## config.mk

```make
export PLATFORM = sky130hd
export DESIGN_NAME = multiplexer_stream_nto1
export DESIGN_NICKNAME = d
export VERILOG_FILES = /design/src/rtl/multiplexer_stream_nto1_pkg.sv /design/src/rtl/multiplexer_stream_nto1_rr_arbiter.sv /design/src/rtl/multiplexer_stream_nto1.sv
export SDC_FILE = /design/constraint.sdc
export NUM_CORES = 1
export LEC_CHECK = 0
export CELL_PAD_IN_SITES_DETAIL_PLACEMENT = 0
export CELL_PAD_IN_SITES_GLOBAL_PLACEMENT = 1
export CORE_UTILIZATION = 27
export DETAILED_ROUTE_END_ITERATION = 7
export PLACE_DENSITY = 0.75
export SYNTH_ARGS = -nofsm -noshare
export SYNTH_HDL_FRONTEND = slang
export SYNTH_SLANG_ARGS = --single-unit
```

## constraint.sdc

```tcl
create_clock -name clk -period 1.7 [get_ports clk]
set_input_delay 0.17 -clock clk [delete_from_list [all_inputs] [get_ports clk]]
set_output_delay 0.17 -clock clk [all_outputs]
set_load 0.1 [all_outputs]
```

## src/rtl/multiplexer_stream_nto1_pkg.sv

```systemverilog
// Shared constants for the N:1 stream multiplexer: mode encodings, default
// sizes and a clog2 helper for tools without a working $clog2.
package mux_pkg;

    localparam logic MODE_FIXED = 1'b0;
    localparam logic MODE_RR    = 1'b1;

    localparam int DEFAULT_WIDTH    = 5;
    localparam int DEFAULT_CHANNELS = 4;

    function automatic int clog2(input int value);
        int result;
        int v;
        result = 0;
        v = value - 1;
        while (v > 0) begin
            result = result + 1;
            v = v >> 1;
        end
        return result;
    endfunction

endpackage

```

## src/rtl/multiplexer_stream_nto1_rr_arbiter.sv

```systemverilog
// Rotating-priority arbiter: searches req starting just after the last served
// channel and moves the pointer only when the caller reports an accepted grant.
module rr_arbiter
    import mux_pkg::*;
#(
    parameter int CHANNELS = DEFAULT_CHANNELS,
    parameter int SEL_W    = $clog2(CHANNELS)
) (
    input  logic                clk,
    input  logic                rst,
    input  logic [CHANNELS-1:0] req,
    input  logic                advance,
    output logic [SEL_W-1:0]    grant_idx,
    output logic                grant_valid
);

    logic [SEL_W-1:0] rr_ptr;
    logic [SEL_W-1:0] idx;

    // Visit rr_ptr+1 .. rr_ptr+CHANNELS (the last one is rr_ptr itself).
    always_comb begin
        grant_idx   = '0;
        grant_valid = 1'b0;
        idx         = '0;
        for (int i = 1; i <= CHANNELS; i++) begin
            idx = SEL_W'((int'(rr_ptr) + i) % CHANNELS);
            if (!grant_valid && req[idx]) begin
                grant_idx   = idx;
                grant_valid = 1'b1;
            end
        end
    end

    always_ff @(posedge clk or posedge rst) begin
        if (rst) begin
            rr_ptr <= SEL_W'(CHANNELS - 1);
        end else if (advance) begin
            rr_ptr <= grant_idx;
        end
    end

endmodule

```

## src/rtl/multiplexer_stream_nto1.sv

```systemverilog
// N-channel stream multiplexer with a 1-entry registered output, fixed-select
// or round-robin grant. Optional packet lock is enabled by MUX_PACKET_LOCK_EN.
module multiplexer_stream_nto1
    import mux_pkg::*;
#(
    parameter int WIDTH    = DEFAULT_WIDTH,
    parameter int CHANNELS = DEFAULT_CHANNELS,
    parameter int SEL_W    = $clog2(CHANNELS)
) (
    input  logic                      clk,
    input  logic                      rst,
    input  logic                      mode,
    input  logic [SEL_W-1:0]          select,
    input  logic [CHANNELS*WIDTH-1:0] in_data,
    input  logic [CHANNELS-1:0]       in_valid,
    input  logic [CHANNELS-1:0]       in_last,
    output logic [CHANNELS-1:0]       in_ready,
    output logic [WIDTH-1:0]          out_data,
    output logic [SEL_W-1:0]          out_channel,
    output logic                      out_valid,
    input  logic                      out_ready
);

    // Handshake: a word moves on channel k in any cycle where in_valid[k] and
    // in_ready[k] are both high at the rising edge; out_data moves downstream
    // when out_valid and out_ready are both high. in_ready never looks at
    // in_valid of other channels beyond the grant, and is low during reset.

    logic                load_en;
    logic                transfer;
    logic [SEL_W-1:0]    g;
    logic                grant_valid;
    logic [WIDTH-1:0]    sel_word;
    logic [CHANNELS-1:0] arb_req;
    logic [SEL_W-1:0]    arb_idx;
    logic                arb_valid;
    logic                locked;
    logic [SEL_W-1:0]    lock_ch;

`ifdef MUX_PACKET_LOCK_EN
    // Once a packet starts, it owns the output until its last word is taken.
    always_ff @(posedge clk or posedge rst) begin
        if (rst) begin
            locked  <= 1'b0;
            lock_ch <= '0;
        end else if (transfer) begin
            locked  <= !in_last[g];
            lock_ch <= g;
        end
    end
`else
    logic unused_last;
    assign unused_last = ^in_last;
    assign locked      = 1'b0;
    assign lock_ch     = '0;
`endif

    // While locked the arbiter only sees the owning channel, so rr_ptr still
    // lands on the channel actually served.
    always_comb begin
        arb_req = in_valid;
        if (locked) begin
            arb_req = in_valid & (CHANNELS'(1) << lock_ch);
        end
    end

    rr_arbiter #(
        .CHANNELS (CHANNELS),
        .SEL_W    (SEL_W)
    ) u_rr_arbiter (
        .clk         (clk),
        .rst         (rst),
        .req         (arb_req),
        .advance     (transfer && (mode == MODE_RR)),
        .grant_idx   (arb_idx),
        .grant_valid (arb_valid)
    );

    always_comb begin
        g           = '0;
        grant_valid = 1'b0;
        if (locked) begin
            g           = lock_ch;
            grant_valid = in_valid[lock_ch];
        end else if (mode == MODE_RR) begin
            g           = arb_idx;
            grant_valid = arb_valid;
        end else if (int'(select) < CHANNELS) begin
            g           = select;
            grant_valid = in_valid[select];
        end
    end

    assign load_en  = !out_valid || out_ready;
    assign transfer = load_en && grant_valid && !rst;

    always_comb begin
        in_ready = '0;
        sel_word = '0;
        for (int k = 0; k < CHANNELS; k++) begin
            if (g == SEL_W'(k)) begin
                in_ready[k] = transfer;
                sel_word    = in_data[k*WIDTH +: WIDTH];
            end
        end
    end

    // A load in the same cycle as a drain simply overwrites: no bubble.
    always_ff @(posedge clk or posedge rst) begin
        if (rst) begin
            out_valid   <= 1'b0;
            out_data    <= '0;
            out_channel <= '0;
        end else if (transfer) begin
            out_valid   <= 1'b1;
            out_data    <= sel_word;
            out_channel <= g;
        end else if (out_ready) begin
            out_valid   <= 1'b0;
        end
    end

endmodule

```

Word-level counts from Yosys, hierarchy flattened
Cells that the tools add are included.
{"block": "op_classes", "n_addsub": 4, "magnitude_cmp": 5, "n_eq_ne": 3, "mux": 30, "reduce_logical": 14}
{"cell": "5-bit 2-to-1 mux", "count": 4}
{"cell": "1-bit 2-to-1 mux", "count": 16}
{"cell": "2-bit by 3-bit less-than comparator with 1-bit output (second input constant)", "count": 5}
{"cell": "1-bit binary-select mux with 2-bit select", "count": 5}
{"cell": "2-bit 2-to-1 mux", "count": 5}
{"cell": "1-bit logical AND", "count": 6}
{"cell": "1-bit zero test", "count": 5}
{"cell": "2-bit by 1-bit adder with 2-bit output (second input constant)", "count": 2}
{"cell": "2-bit adder (second input constant)", "count": 2}
{"cell": "2-bit == test (second input constant)", "count": 2}
{"cell": "2-bit by 1-bit == test with 1-bit output (second input constant)", "count": 1}
{"cell": "2-bit zero test", "count": 1}
{"cell": "2-bit nonzero test", "count": 1}
{"cell": "1-bit logical OR", "count": 1}
{"block": "word_totals", "reg_bits": 10, "input_bits": 34, "out_inout_bits": 12, "word_cells": 60}

Depth between registers and ports, before layout
{"block": "logic_depth", "depth_word": 19, "depth_mapped": 6, "ltp_nobuf": 5}

By module
From an unflattened synthesis, not the netlist that was laid out.
{"block": "unflattened", "cells_unflattened": 63, "hier_area_um2": 721.9}
{"mod": "multiplexer_stream_nto1", "instances": 1, "cells_each": 43, "area_each_um2": 544.3}
{"mod": "rr_arbiter", "instances": 1, "cells_each": 20, "area_each_um2": 177.7}

Least setup slack after synthesis
Ideal clock, no wire load.
{"block": "synth_timing", "kind": "register -> output", "start": "register out_valid", "end": "output in_ready[2]", "arrival_ns": 3.436, "setup_slack_ns": -1.906, "stages_incl_launch_ff": 6, "path_buffers": 1, "path_cell_list": "dfrtp_1 -> inv_1 -> o21a_1 -> nand3_4 -> buf_8 -> nor3_1"}
{"block": "synth_via", "elab_chain_cells": 5}
{"item": "from (decl)", "line_no": "multiplexer_stream_nto1.sv:20", "text": "output logic out_valid,"}
{"item": "from (signal assigned)", "line_no": "multiplexer_stream_nto1.sv:111", "text": "out_valid <= 1'b0;"}
{"item": "from (signal assigned)", "line_no": "multiplexer_stream_nto1.sv:115", "text": "out_valid <= 1'b1;"}
{"item": "from (signal assigned)", "line_no": "multiplexer_stream_nto1.sv:119", "text": "out_valid <= 1'b0;"}
{"item": "1-bit zero test", "line_no": "multiplexer_stream_nto1.sv:94", "text": "assign load_en = !out_valid || out_ready;"}
{"item": "1-bit logical OR", "line_no": "multiplexer_stream_nto1.sv:94"}
{"item": "1-bit logical AND (2 in series)", "line_no": "multiplexer_stream_nto1.sv:95", "text": "assign transfer = load_en && grant_valid && !rst;"}
{"item": "1-bit 2-to-1 mux", "line_no": "multiplexer_stream_nto1.sv:101", "text": "if (g == SEL_W'(k)) begin"}
{"item": "to (decl)", "line_no": "multiplexer_stream_nto1.sv:17", "text": "output logic [CHANNELS-1:0] in_ready,"}
Every way passes these cells.

Worst setup path in the final report
{"block": "layout_timing", "start": "register u_rr_arbiter.rr_ptr[0]", "end": "output in_ready[0]"}
{"block": "layout_via", "elab_chain_cells": 17}
{"item": "from (decl)", "line_no": "multiplexer_stream_nto1_rr_arbiter.sv:17", "text": "logic [SEL_W-1:0] rr_ptr;"}
{"item": "from (signal assigned)", "line_no": "multiplexer_stream_nto1_rr_arbiter.sv:36", "text": "rr_ptr <= SEL_W'(CHANNELS - 1);"}
{"item": "from (signal assigned)", "line_no": "multiplexer_stream_nto1_rr_arbiter.sv:38", "text": "rr_ptr <= grant_idx;"}
{"item": "2-bit by 1-bit adder with 2-bit output", "line_no": "multiplexer_stream_nto1_rr_arbiter.sv:26", "text": "idx = SEL_W'((int'(rr_ptr) + i) % CHANNELS);"}
{"item": "1-bit binary-select mux with 2-bit select", "line_no": "multiplexer_stream_nto1_rr_arbiter.sv:27", "text": "if (!grant_valid && req[idx]) begin"}
{"item": "1-bit 2-to-1 mux (not written as such)", "line_no": "multiplexer_stream_nto1_rr_arbiter.sv:27"}
{"item": "1-bit 2-to-1 mux", "line_no": "multiplexer_stream_nto1_rr_arbiter.sv:27"}
{"item": "1-bit zero test", "line_no": "multiplexer_stream_nto1_rr_arbiter.sv:27"}
{"item": "1-bit logical AND", "line_no": "multiplexer_stream_nto1_rr_arbiter.sv:27"}
{"item": "1-bit 2-to-1 mux", "line_no": "multiplexer_stream_nto1_rr_arbiter.sv:27"}
{"item": "1-bit zero test", "line_no": "multiplexer_stream_nto1_rr_arbiter.sv:27"}
{"item": "1-bit logical AND", "line_no": "multiplexer_stream_nto1_rr_arbiter.sv:27"}
{"item": "1-bit 2-to-1 mux", "line_no": "multiplexer_stream_nto1_rr_arbiter.sv:27"}
{"item": "1-bit zero test", "line_no": "multiplexer_stream_nto1_rr_arbiter.sv:27"}
{"item": "1-bit logical AND", "line_no": "multiplexer_stream_nto1_rr_arbiter.sv:27"}
{"item": "1-bit 2-to-1 mux", "line_no": "multiplexer_stream_nto1_rr_arbiter.sv:27"}
{"item": "1-bit 2-to-1 mux", "line_no": "multiplexer_stream_nto1.sv:85", "text": "end else if (mode == MODE_RR) begin"}
{"item": "1-bit logical AND (2 in series)", "line_no": "multiplexer_stream_nto1.sv:95"}
{"item": "1-bit 2-to-1 mux *", "line_no": "multiplexer_stream_nto1.sv:101"}
Mark *: on every way between the ends. The rest lies on a longest branch, timed or not. The select of a mux whose other input is x is not followed.

==> impl_metrics.env <==
export IMPL_num_io_pins=46
export IMPL_ant_nets=0
export IMPL_crit_arrival_ps=1910
export IMPL_h_tree_depth=1
export IMPL_hpwl_um=2226
export IMPL_cp_max_fo=3
export IMPL_critPathRequiredTime_ps=1530
export IMPL_violations="negative setup slack"
export IMPL_synthCells=97
export IMPL_antenna_found_initial=0
export IMPL_fin_nets=200
export IMPL_ff2ff_setup_slack_ps=-120
export IMPL_worst_pin_slew_ps=387.8
export IMPL_synth_edf_count=0
export IMPL_chipHeight_um=58.67
export IMPL_power_internal_uw=926.7
export IMPL_area_growth_pct=100.0
export IMPL_core_region_area_um2=3053
export IMPL_n_antenna_cell=0
export IMPL_ctsRootBufferMaster="clkbuf_4"
export IMPL_min_path_type="primary input to async pin"
export IMPL_cpPeakStageDelay_ps=540
export IMPL_async_reset_ff_frac=1.000
export IMPL_cts_reportedPaths_clkPinSlew_ps=70
export IMPL_cp_buffers_inverters=1
export IMPL_clkLatencyLatePin_ps=270
export IMPL_synth_area_per_cell_um2=8.939
export IMPL_vias=1004
export IMPL_power_switching_uw=946.9
export IMPL_port_buffers=41
export IMPL_final_cell_mix="29 x buf_4, 24 x clkdlybuf4s50_1, 10 x nand2_1"
export IMPL_grt_total_usage=0.1677
export IMPL_vias_per_cell=4.804
export IMPL_critical_path_endpoint_type="primary output"
export IMPL_layout_commonest_cell="buf_4"
export IMPL_synth_area_leaders="dfrtp_1 23%, a221oi_1 8.1%, dfstp_2 6.1%, and2_1 5.8%, nand2_1 4.3%"
export IMPL_p_sw_frac=0.5054
export IMPL_power_frac_comb=0.685
export IMPL_period_share=1.225
export IMPL_path_class="flip-flop to primary output"
export IMPL_maxCapViolations=0
export IMPL_syn_nets=131
export IMPL_timing_rr_end="out_data[4]"
export IMPL_grt_pass1_wl_um=4436
export IMPL_gp_congestion=0.7622
export IMPL_rsz0062_at_grt="true"
export IMPL_drive_above_1_share=0.4606
export IMPL_cts_hold_buf=0
export IMPL_finalHoldViolations=0
export IMPL_maxSlewViolCount=0
export IMPL_timing_fmax_mhz=480.1
export IMPL_first_pass_iters=4
export IMPL_critPathSlowestCell="dfstp_2"
export IMPL_rr_startpoint="u_rr_arbiter.rr_ptr[0]"
export IMPL_powerDensity_nw_per_um2=1080
export IMPL_synth_flop_cell="dfrtp_1"
export IMPL_ff2ff_path_depth=7
export IMPL_clockBufferDepth=2
export IMPL_grt_max_degree=11
export IMPL_grt_overflow=0
export IMPL_die_area_um2=3442
export IMPL_synth_seq_cells=10
export IMPL_seq_power_share=0.200
export IMPL_clkPwrFrac=0.115
export IMPL_cts_tree="yes"
export IMPL_critPathLaunchType="flip-flop"
export IMPL_status="finished with violations"
export IMPL_synth_top_area_frac=0.2309
export IMPL_fin_ws_ps=-383.0
export IMPL_p_leak_nw=0.7483
export IMPL_setup_viol=9
export IMPL_fin_util=0.5680
export IMPL_path_cells="and2b_4 > a21oi_4 > o21a_2 > nand4_1 > nor2_4 > buf_12"
export IMPL_die_w_um=58.67
export IMPL_layout_min_cycle_time_ps=2083
export IMPL_grt_pass1_vias=971
export IMPL_wire_per_inst_um=13.97
export IMPL_vdd_drop_max_uv=350.8
export IMPL_crit_family="simple AND/OR/NAND/NOR gates"
export IMPL_initial_core_util=0.2840
export IMPL_row_count=20
export IMPL_synthesis_area_um2=867.1
export IMPL_drt_iter0_drc=29
export IMPL_finalPower_mw=1.874
export IMPL_synth_warnings=0
export IMPL_drc=0
export IMPL_slew_headroom=0.7391
export IMPL_drt_wl_total_um=2920
export IMPL_clock_sinks=10
export IMPL_synth_distinct_cells=42
export IMPL_synth_largest_area_cell="dfrtp_1"
export IMPL_cts_buffers=3
export IMPL_skew_ps=3.995
export IMPL_seq_area_frac_synth=0.2915
-- synthesized netlist by cell type (2+ instances only) --
cell type  count
nand2_1       10
a221oi_1       8
and2_1         8
dfrtp_1        8
inv_1          5
nor2_1         5
o31ai_1        5
a21oi_1        3
nand2b_1       3
o21ai_1        3
buf_2          2
dfstp_2        2
nor3_1         2
nor4_1         2
o21a_1         2
o21ai_2        2
or2_1          2
-- worst register-to-register path, cell delays in order, from the launching register on --
cell	delay (ps)
dfstp_2	540
and2b_4	210
o21ai_4	180
a41o_4	310
buf_6	130
buf_6	100
a221oi_2	30
o31ai_1	220
-- kinds of logic (layout without fill, tap and decap cells) --
logic type / Yosys count / count (layout) / share of synthesized area
DFF: 10 / 10 / 0.2915
AOI/OAI and AO/OA: 35 / 35 / 0.3435
buffers and inverters: 10 / 78 / 0.05915
and+or+nand+nor: 40 / 40 / 0.2684
muxes: 2 / 2 / 0.03752
-- per-layer routing --
metal | vias to the layer above | share of wire | GRT usage
li1 | 509 | - | -
met1 | 459 | 0.46 | 0.2212
met2 | 32 | 0.48 | 0.2841
met3 | 4 | 0.039 | 0.01758
met4 | 0 | 0.015 | 0.06122
met5 | - | 0 | 0
-- cell type report --
type,count,area (um^2)
Sequential cell,10,256.5
Fill cell,272,1319
Multi-Input combinational cell,77,690.7
Inverter,6,22.52
Timing Repair Buffer,68,673.1
Tap cell,44,55.05
Clock buffer,4,36.28
-- per-stage QoR --
| step | setup slack, ps | setup TNS (ps) | hold slack [ps] | instance area, um^2 | instances |
|---|---|---|---|---|---|
| after floorplan | -419.4 | -1481 | 17.02 | 920.9 | 97 |
| after global placement | -367.7 | -3489 | 462.0 | 1548 | 199 |
| after detailed placement | -408.1 | -3983 | 474.5 | 1548 | 199 |
| after CTS | -367.7 | -2035 | 217.7 | 1660 | 206 |
| after global routing | -487.0 | -2419 | 244.5 | 1734 | 209 |
| final | -383.0 | -1684 | 206.7 | 1734 | 209 |
-- registers in the layout, indices dropped and copies added (netlist names) --
signal / count
out_channel: 2
out_valid: 1
out_data: 5
u_rr_arbiter.rr_ptr: 2
-- what timing repair did --
item / CTS / global route
gates cloned: 0 / 1
setup endpoints to repair: 9 / 11
gates resized for setup: 11 / 13
buffers inserted: 3 / 3
pin swaps: 7 / 8
-- how the worst max path moves through the flow --
stage	start	endpoint	slack, ps	cells after the start
final	u_rr_arbiter.rr_ptr[0]	in_ready[0]	-380	6
after global routing	u_rr_arbiter.rr_ptr[0]	in_ready[0]	-490	6
after CTS	u_rr_arbiter.rr_ptr[0]	in_ready[0]	-370	6
after detailed placement	in_valid[1]	in_ready[0]	-410	6
after global placement	select[0]	in_ready[0]	-370	6
after floorplan	u_rr_arbiter.rr_ptr[0]	in_ready[2]	-420	4
-- power by group through the flow --
stage	logic (mW)	clock network, mW	registers [mW]
floorplan	0.388	0	0.764
global placement	1.14	0	0.372
detailed placement	1.15	0	0.376
CTS	1.22	0.218	0.374
global route	1.34	0.234	0.383
finish	1.28	0.215	0.375
No activity file was read; power rests on OpenSTA's default activity.
